`config.mk`:
```
export PLATFORM = sky130hd
export DESIGN_NAME = fifo_uart_drain
export DESIGN_NICKNAME = d
export VERILOG_FILES = /design/src/rtl/fifo_uart_drain_pkg.sv /design/src/rtl/fifo_uart_drain_uart_tx.sv /design/src/rtl/fifo_uart_drain.sv
export SDC_FILE = /design/constraint.sdc
export NUM_CORES = 1
export LEC_CHECK = 0
export CORE_MARGIN = 1.5
export CORE_UTILIZATION = 35
export CTS_CLUSTER_SIZE = 8
export DETAILED_ROUTE_END_ITERATION = 8
export MAX_ROUTING_LAYER = met4
export PLACE_DENSITY = 0.56
export SLEW_MARGIN = 30
export SYNTH_ARGS = -nofsm -noshare
export SYNTH_HDL_FRONTEND = slang
export SYNTH_SLANG_ARGS = --single-unit
```
`constraint.sdc`:
```
create_clock -name clk -period 2.64 [get_ports clk]
set_input_delay 0.66 -clock clk [delete_from_list [all_inputs] [get_ports clk]]
set_output_delay 0.66 -clock clk [all_outputs]
set_load 0.02 [all_outputs]
```
`src/rtl/fifo_uart_drain_pkg.sv`:
```
// Shared types and constants for the sample-FIFO UART drain: FSM encoding, frame header, UART framing.
package fifo_uart_drain_pkg;

    typedef enum logic [2:0] {
        ST_IDLE    = 3'd0,
        ST_LATCH   = 3'd1,
        ST_POP     = 3'd2,
        ST_TX_SYNC = 3'd3,
        ST_TX_HI   = 3'd4,
        ST_TX_LO   = 3'd5,
        ST_GUARD   = 3'd6
    } state_t;

    localparam logic [7:0] SYNC_BYTE_DEF = 8'hA5;
    localparam int         UART_BITS     = 10;
    localparam logic [3:0] UART_LAST_BIT = 4'(UART_BITS - 1);

    function automatic int clks_per_bit(input int clk_hz, input int baud);
        return clk_hz / baud;
    endfunction

endpackage

```
`src/rtl/fifo_uart_drain_uart_tx.sv`:
```
// 8N1 serial transmitter: start accepted when ready, txd registered (1 clk after start), no backpressure beyond ready.
// ready is also high in the last stop-bit cycle so consecutive bytes go out back-to-back.
module uart_tx_8n1
    import fifo_uart_drain_pkg::*;
#(
    parameter int CLKS_PER_BIT = 434
) (
    input  logic       clk,
    input  logic       rst,
    input  logic       start,
    input  logic [7:0] data,
    output logic       txd,
    output logic       ready
);

    localparam int CW = $clog2(CLKS_PER_BIT + 1);

    logic [CW-1:0] baud_q, baud_d;
    logic [3:0]    bit_q, bit_d;
    logic [8:0]    shreg_q, shreg_d;
    logic          active_q, active_d;
    logic          txd_q, txd_d;
    logic          bit_end, last_cycle;

    assign bit_end    = (baud_q == CW'(CLKS_PER_BIT - 1));
    assign last_cycle = active_q & bit_end & (bit_q == UART_LAST_BIT);
    assign ready      = ~active_q | last_cycle;
    assign txd        = txd_q;

    always_comb begin
        baud_d   = baud_q;
        bit_d    = bit_q;
        shreg_d  = shreg_q;
        active_d = active_q;
        txd_d    = txd_q;
        if (start && ready) begin
            txd_d    = 1'b0;
            shreg_d  = {1'b1, data};
            bit_d    = '0;
            baud_d   = '0;
            active_d = 1'b1;
        end else if (active_q) begin
            if (bit_end) begin
                baud_d = '0;
                if (bit_q == UART_LAST_BIT) begin
                    active_d = 1'b0;
                end else begin
                    // shreg carries the stop bit in its top so bit 9 falls out naturally
                    txd_d   = shreg_q[0];
                    shreg_d = {1'b1, shreg_q[8:1]};
                    bit_d   = bit_q + 4'd1;
                end
            end else begin
                baud_d = baud_q + CW'(1);
            end
        end
    end

    always_ff @(posedge clk or negedge rst) begin
        if (!rst) begin
            baud_q   <= '0;
            bit_q    <= '0;
            shreg_q  <= '1;
            active_q <= 1'b0;
            txd_q    <= 1'b1;
        end else begin
            baud_q   <= baud_d;
            bit_q    <= bit_d;
            shreg_q  <= shreg_d;
            active_q <= active_d;
            txd_q    <= txd_d;
        end
    end

endmodule

```
`src/rtl/fifo_uart_drain.sv`:
```
// Pops one FIFO word at a time and ships it as a 3-byte UART frame (SYNC, hi, lo); start bit 4 clks after avail.
// No backpressure: the FIFO is only popped from IDLE, so words arriving mid-frame wait in the FIFO.
module fifo_uart_drain
    import fifo_uart_drain_pkg::*;
#(
    parameter int         CLK_HZ    = 50_000_000,
    parameter int         BAUD      = 115200,
    parameter logic [7:0] SYNC_BYTE = SYNC_BYTE_DEF,
    parameter int         SETTLE    = 3
) (
    input  logic        clk,
    input  logic        rst,
    input  logic        enable,
    input  logic        fifo_empty,
    input  logic [15:0] fifo_data,
    output logic        fifo_rd_inc,
    output logic        uart_txd,
    output logic        busy,
    output logic [15:0] words_sent
);

    localparam int CLKS_PER_BIT = clks_per_bit(CLK_HZ, BAUD);
    localparam int GW           = $clog2(SETTLE + 1);

    state_t        state_q, state_d;
    logic [2:0]    sync_q, sync_d;
    logic [15:0]   word_q, word_d;
    logic [15:0]   words_q, words_d;
    logic [GW-1:0] guard_q, guard_d;
    logic          rd_inc_q, rd_inc_d;
    logic          busy_q, busy_d;
    logic          launched_q, launched_d;
    logic          avail, guard_done;
    logic          tx_start, tx_ready;
    logic [7:0]    tx_data;

    // sync_q[1] is the synchronized flag; sync_q[2] its previous value for the 2-cycle qualifier
    assign sync_d     = {sync_q[1:0], fifo_empty};
    assign avail      = ~sync_q[1] & ~sync_q[2];
    assign guard_done = (guard_q == GW'(SETTLE - 1));

    always_ff @(posedge clk or negedge rst) begin
        if (!rst) state_q <= ST_IDLE;
        else      state_q <= state_d;
    end

    always_comb begin
        state_d = state_q;
        unique case (state_q)
            ST_IDLE:    if (enable && avail)          state_d = ST_LATCH;
            ST_LATCH:                                 state_d = ST_POP;
            ST_POP:                                   state_d = ST_TX_SYNC;
            ST_TX_SYNC: if (launched_q && tx_ready)   state_d = ST_TX_HI;
            ST_TX_HI:   if (launched_q && tx_ready)   state_d = ST_TX_LO;
            ST_TX_LO:   if (launched_q && tx_ready)   state_d = ST_GUARD;
            ST_GUARD:   if (guard_done)               state_d = ST_IDLE;
            default:                                  state_d = ST_IDLE;
        endcase
    end

    // launched_q marks that the byte named by the current state is already on the wire
    always_comb begin
        tx_start   = 1'b0;
        tx_data    = SYNC_BYTE;
        launched_d = launched_q;
        word_d     = word_q;
        words_d    = words_q;
        guard_d    = '0;
        rd_inc_d   = (state_q == ST_LATCH);
        busy_d     = (state_d != ST_IDLE);
        unique case (state_q)
            ST_LATCH: word_d = fifo_data;
            ST_POP:   launched_d = 1'b0;
            ST_TX_SYNC: begin
                tx_start   = tx_ready;
                tx_data    = launched_q ? word_q[15:8] : SYNC_BYTE;
                launched_d = launched_q | tx_ready;
            end
            ST_TX_HI: begin
                tx_start = tx_ready;
                tx_data  = word_q[7:0];
            end
            ST_TX_LO: begin
                if (tx_ready) begin
                    words_d    = words_q + 16'd1;
                    launched_d = 1'b0;
                end
            end
            ST_GUARD: guard_d = guard_q + GW'(1);
            default: ;
        endcase
    end

    always_ff @(posedge clk or negedge rst) begin
        if (!rst) begin
            sync_q     <= 3'b111;
            word_q     <= '0;
            words_q    <= '0;
            guard_q    <= '0;
            rd_inc_q   <= 1'b0;
            busy_q     <= 1'b0;
            launched_q <= 1'b0;
        end else begin
            sync_q     <= sync_d;
            word_q     <= word_d;
            words_q    <= words_d;
            guard_q    <= guard_d;
            rd_inc_q   <= rd_inc_d;
            busy_q     <= busy_d;
            launched_q <= launched_d;
        end
    end

    uart_tx_8n1 #(
        .CLKS_PER_BIT(CLKS_PER_BIT)
    ) u_tx (
        .clk  (clk),
        .rst  (rst),
        .start(tx_start),
        .data (tx_data),
        .txd  (uart_txd),
        .ready(tx_ready)
    );

    assign fifo_rd_inc = rd_inc_q;
    assign busy        = busy_q;
    assign words_sent  = words_q;

endmodule

```
==> report_table.html <==
<table>
<tr><th>Metric</th><th>Value</th></tr>
<tr><th colspan="2">Worst setup path</th></tr>
<tr><td>Max stage delay cell, worst path</td><td>sky130_fd_sc_hd__clkdlybuf4s50_1</td></tr>
<tr><td>Sort of element at the start of the critical path</td><td>flip-flop</td></tr>
<tr><td>Capture instance of the worst register-to-register path</td><td>u_tx.bit_q[1]</td></tr>
<tr><td>Maximum fanout encountered on the critical timing path</td><td>7</td></tr>
<tr><td>Data required time of the critical path</td><td>1.98 ns</td></tr>
<tr><td>Maximum single-stage delay on the critical path</td><td>0.65 ns</td></tr>
<tr><td>R2r setup slk</td><td>0.53 ns</td></tr>
<tr><td>Total buffers and inverters traversed by the critical path</td><td>1</td></tr>
<tr><td>Startpoint of the lowest-slack register-to-register path</td><td>u_tx.baud_q[1]</td></tr>
<tr><td>Number of cells on the worst reg-to-reg path</td><td>7</td></tr>
<tr><td>List of cells traversed by the critical path</td><td>clkdlybuf4s50_1</td></tr>
<tr><td>Arrival time worst endpoint</td><td>1.46 ns</td></tr>
<tr><td>Crit path capture type</td><td>output port</td></tr>
<tr><td>Kind of critical path</td><td>reg -&gt; out</td></tr>
<tr><td>Cell family with the largest share of critical-path delay</td><td>buffers and inverters</td></tr>
<tr><th colspan="2">Synth</th></tr>
<tr><td>Sequential cell area fraction in the yosys report</td><td>53.4%</td></tr>
<tr><td>Flops &amp; latches, synth</td><td>66</td></tr>
<tr><td>Avg Synthesized Cell Area</td><td>11.3 um2</td></tr>
<tr><td>Most instantiated cells after synthesis</td><td>sky130_fd_sc_hd__dfrtp_1, sky130_fd_sc_hd__mux2_2</td></tr>
<tr><td>Syn Inst Count</td><td>277</td></tr>
<tr><td>Leading cell type by number of instances after synthesis</td><td>sky130_fd_sc_hd__dfrtp_1</td></tr>
<tr><td>Post-Synthesis Net Count</td><td>303</td></tr>
<tr><td>Count of different cell masters after synthesis</td><td>46</td></tr>
<tr><td>Fraction of synthesized cell area taken by the top area cell type</td><td>43.3%</td></tr>
<tr><td>Top post-synthesis cells by area</td><td>sky130_fd_sc_hd__dfrtp_1, sky130_fd_sc_hd__dfstp_2, sky130_fd_sc_hd__mux2_2</td></tr>
<tr><td>Cell type with the largest total area after synthesis</td><td>sky130_fd_sc_hd__dfrtp_1</td></tr>
<tr><td>Post-synthesis cell area</td><td>3120 um2</td></tr>
<tr><td>Number of synthesized flops with an enable pin</td><td>0</td></tr>
<tr><td>Top FF cell, synth</td><td>sky130_fd_sc_hd__dfrtp_1</td></tr>
<tr><td>Ys Warns</td><td>0</td></tr>
<tr><td>Async SR Flop Fraction</td><td>100%</td></tr>
<tr><th colspan="2">Clocking</th></tr>
<tr><td>Number of hold buffers added after CTS</td><td>0</td></tr>
<tr><td>Clock H-tree levels</td><td>3</td></tr>
<tr><td>Insertion delay to the later sink of the worst-skew pair</td><td>0.34 ns</td></tr>
<tr><td>Maximum clock path buffer count</td><td>2</td></tr>
<tr><td>Clock-pin slew of the registers on the worst-case setup and hold paths</td><td>0.07 ns</td></tr>
<tr><td>Post-cts resize count</td><td>0</td></tr>
<tr><td>TritonCTS clock tree</td><td>yes</td></tr>
<tr><td>Root buffer cell</td><td>sky130_fd_sc_hd__clkbuf_8</td></tr>
<tr><td>Clock tree sinks</td><td>66</td></tr>
<tr><td>Count of buffers added by post-CTS timing repair for setup</td><td>0</td></tr>
<tr><td>Num CTS Buffers</td><td>9</td></tr>
<tr><th colspan="2">Route</th></tr>
<tr><td>Detailed-route vias per instance</td><td>5.08</td></tr>
<tr><td>Detail Route met2 WL</td><td>2.72 mm</td></tr>
<tr><td>Detailed-route wire length per cell</td><td>14.0 um</td></tr>
<tr><td>Overall via count from detail_route</td><td>2205</td></tr>
<tr><td>Post-route ant nets</td><td>0</td></tr>
<tr><td>Met3 Wirelength</td><td>142 um</td></tr>
<tr><td>Iteration-0 DRC Markers</td><td>122</td></tr>
<tr><td>Total iterations of the first detailed-routing run</td><td>4</td></tr>
<tr><td>Post-Route M1 WL</td><td>3.08 mm</td></tr>
<tr><td>Detailed-route wire length</td><td>6.10 mm</td></tr>
<tr><td>Residual DRC</td><td>0</td></tr>
<tr><td>Top metal layer carrying routed signals</td><td>met4</td></tr>
<tr><th colspan="2">Floorplan</th></tr>
<tr><td>Die width</td><td>97.4 um</td></tr>
<tr><td>Die Span Y</td><td>97.4 um</td></tr>
<tr><td>Std-Cell Rows</td><td>34</td></tr>
<tr><td>Top Ports</td><td>39</td></tr>
<tr><td>Core Region</td><td>8680 um2</td></tr>
<tr><td>Full die area</td><td>9490 um2</td></tr>
<tr><td>Initial standard-cell utilization of the core</td><td>36.0%</td></tr>
<tr><th colspan="2">Layout</th></tr>
<tr><td>Multi-input combinational cell area</td><td>1370 um2</td></tr>
<tr><td>Proportion of layout cells with a drive suffix above 1</td><td>17.2%</td></tr>
<tr><td>Number of nets in the layout</td><td>347</td></tr>
<tr><td>Filler cell count</td><td>868</td></tr>
<tr><td>Antenna cell count</td><td>0</td></tr>
<tr><td>Cell area after layout</td><td>3850 um2</td></tr>
<tr><td>Signed area change from the synthesized netlist to the final layout</td><td>23.4%</td></tr>
<tr><td>Finished Core Util</td><td>44.4%</td></tr>
<tr><td>Flip-flop and latch area</td><td>1670 um2</td></tr>
<tr><th colspan="2">Placed design</th></tr>
<tr><td>Worst setup timing slack at the placement stage</td><td>0.518 ns</td></tr>
<tr><td>PortBufs</td><td>38</td></tr>
<tr><td>Placement-stage cell area</td><td>3650 um2</td></tr>
<tr><td>Half-perimeter wire length after detailed placement</td><td>4.25 mm</td></tr>
<tr><td>Routability Congestion</td><td>0.827</td></tr>
<tr><th colspan="2">Run</th></tr>
<tr><td>Max-capacitance violation count</td><td>0</td></tr>
<tr><th colspan="2">STA</th></tr>
<tr><td>Number of endpoints with negative hold slack in the final report</td><td>0</td></tr>
<tr><td>Fin Hold WS</td><td>0.321 ns</td></tr>
<tr><td>Setup tns final</td><td>0 ns</td></tr>
<tr><td>Final setup violating endpoints</td><td>0</td></tr>
<tr><td>Measured slew at the worst slew-check pin</td><td>0.595 ns</td></tr>
<tr><td>Unrepaired setup endpoints after global routing</td><td>no</td></tr>
<tr><td>Final critical delay including setup and external delays</td><td>2.12 ns</td></tr>
<tr><td>Worst slew slack as a fraction of its limit</td><td>60.3%</td></tr>
<tr><td>Fin worst setup slack</td><td>0.518 ns</td></tr>
<tr><td>Highest clock rate</td><td>0.471 GHz</td></tr>
<tr><td>Fin crit share</td><td>80.4%</td></tr>
<tr><td>Final clock skew</td><td>0.00923 ns</td></tr>
<tr><td>Pins over their slew limit</td><td>0</td></tr>
<tr><th colspan="2">Power and ir drop</th></tr>
<tr><td>Highest ir drop seen on vdd</td><td>0.000384 V</td></tr>
<tr><td>Areal power density over the cells</td><td>781 nW/um2</td></tr>
<tr><td>Static power due to leakage</td><td>1.63 nW</td></tr>
<tr><th colspan="2">Global route</th></tr>
<tr><td>Number of global-route vias before repair</td><td>2238</td></tr>
<tr><td>Overall routing resource usage</td><td>14.2%</td></tr>
<tr><td>Pin count of the biggest net entering global routing</td><td>42</td></tr>
<tr><td>Global-route wire length before repair</td><td>10.6 mm</td></tr>
<tr><td>Leftover overflow at the end of global routing</td><td>0</td></tr>
<tr><td>Number of antenna violations at the first check in global routing</td><td>0</td></tr>
<tr><th colspan="2">Outcome</th></tr>
<tr><td>Run status</td><td>complete, no violations</td></tr>
<tr><th colspan="2">Min path</th></tr>
<tr><td>Min-Delay Path Class</td><td>in -&gt; async</td></tr>
</table>
-- registers in the layout (all words and copies together) (netlist names) --
signal	flops
sync_q	3
u_tx.shreg_q	8
busy	1
state_q	3
u_tx.txd	1
u_tx.baud_q	9
u_tx.bit_q	4
guard_q	2
fifo_rd_inc	1
word_q	16
u_tx.active_q	1
words_sent	16
launched_q	1
-- worst max-delay path by stage --
| stage | depth (start not counted) | from | to |
|---|---|---|---|
| global route | 7 | u_tx.baud_q[1] | launched_q |
| finish | 1 | words_sent[4] | words_sent[4] |
| floorplan | 7 | u_tx.baud_q[1] | u_tx.bit_q[3] |
| CTS | 1 | u_tx.txd | uart_txd |
| detailed placement | 7 | u_tx.baud_q[1] | launched_q |
| global placement | 7 | u_tx.baud_q[1] | u_tx.bit_q[1] |
-- cells in the final DEF, fill, tap and decap left out, types with 4 or more instances in the layout --
cell type,synthesis,final
sky130_fd_sc_hd__dfrtp_1,54,54
sky130_fd_sc_hd__xor2_1,5,5
sky130_fd_sc_hd__mux2_2,17,17
sky130_fd_sc_hd__and3_1,9,9
sky130_fd_sc_hd__xnor2_1,14,14
sky130_fd_sc_hd__nor2_1,14,14
sky130_fd_sc_hd__clkbuf_8,0,11
sky130_fd_sc_hd__nand3_1,12,12
sky130_fd_sc_hd__clkdlybuf4s50_1,0,37
sky130_fd_sc_hd__dfstp_2,12,12
sky130_fd_sc_hd__inv_1,10,10
sky130_fd_sc_hd__o21ai_0,14,14
sky130_fd_sc_hd__a22oi_1,4,4
sky130_fd_sc_hd__nor3_1,6,6
sky130_fd_sc_hd__mux2i_1,13,13
sky130_fd_sc_hd__buf_4,0,6
sky130_fd_sc_hd__ha_1,6,6
sky130_fd_sc_hd__a21boi_0,4,4
sky130_fd_sc_hd__nand4_1,11,11
sky130_fd_sc_hd__a21oi_1,9,9
sky130_fd_sc_hd__nand2_1,14,14
-- layout make-up --
cell class	instances	area share, %
clock buffer	13	4.13
clock inverter	3	1.04
inverter	10	0.975
multi-input combinational	189	35.6
sequential	66	43.3
tap	108	3.51
timing repair buffer	45	11.4
-- layer usage --
layer	global-route usage [%]	vias to the layer above
li1	-	1088
met1	18.7	1070
met2	21.1	35
met3	2.59	12
met4	7.25	0
met5	-	-
-- power breakdown --
group / internal (mW) / switching, mW / total, mW
sequential: 1.28 / 0.198 / 1.48
combinational: 0.371 / 0.307 / 0.678
clock: 0.486 / 0.364 / 0.849
-- logic make-up (layout without fill, tap and decap cells) --
group,after synthesis,after routing,synth area share (%)
xor+xnor,19,19,5.33
mux,30,30,10.3
compound gates,48,48,9.82
fa+ha+maj,6,6,2.41
simple gates,86,86,15.9
flops,66,66,53.4
buf+inv,22,71,2.81
-- through the flow --
step	total power, mW	cells
floorplan	1.97	277
global placement	2.17	418
detailed placement	2.18	418
CTS	3.05	434
global route	3.20	434
finish	3.01	434
No activity file was read; power rests on OpenSTA's default activity.
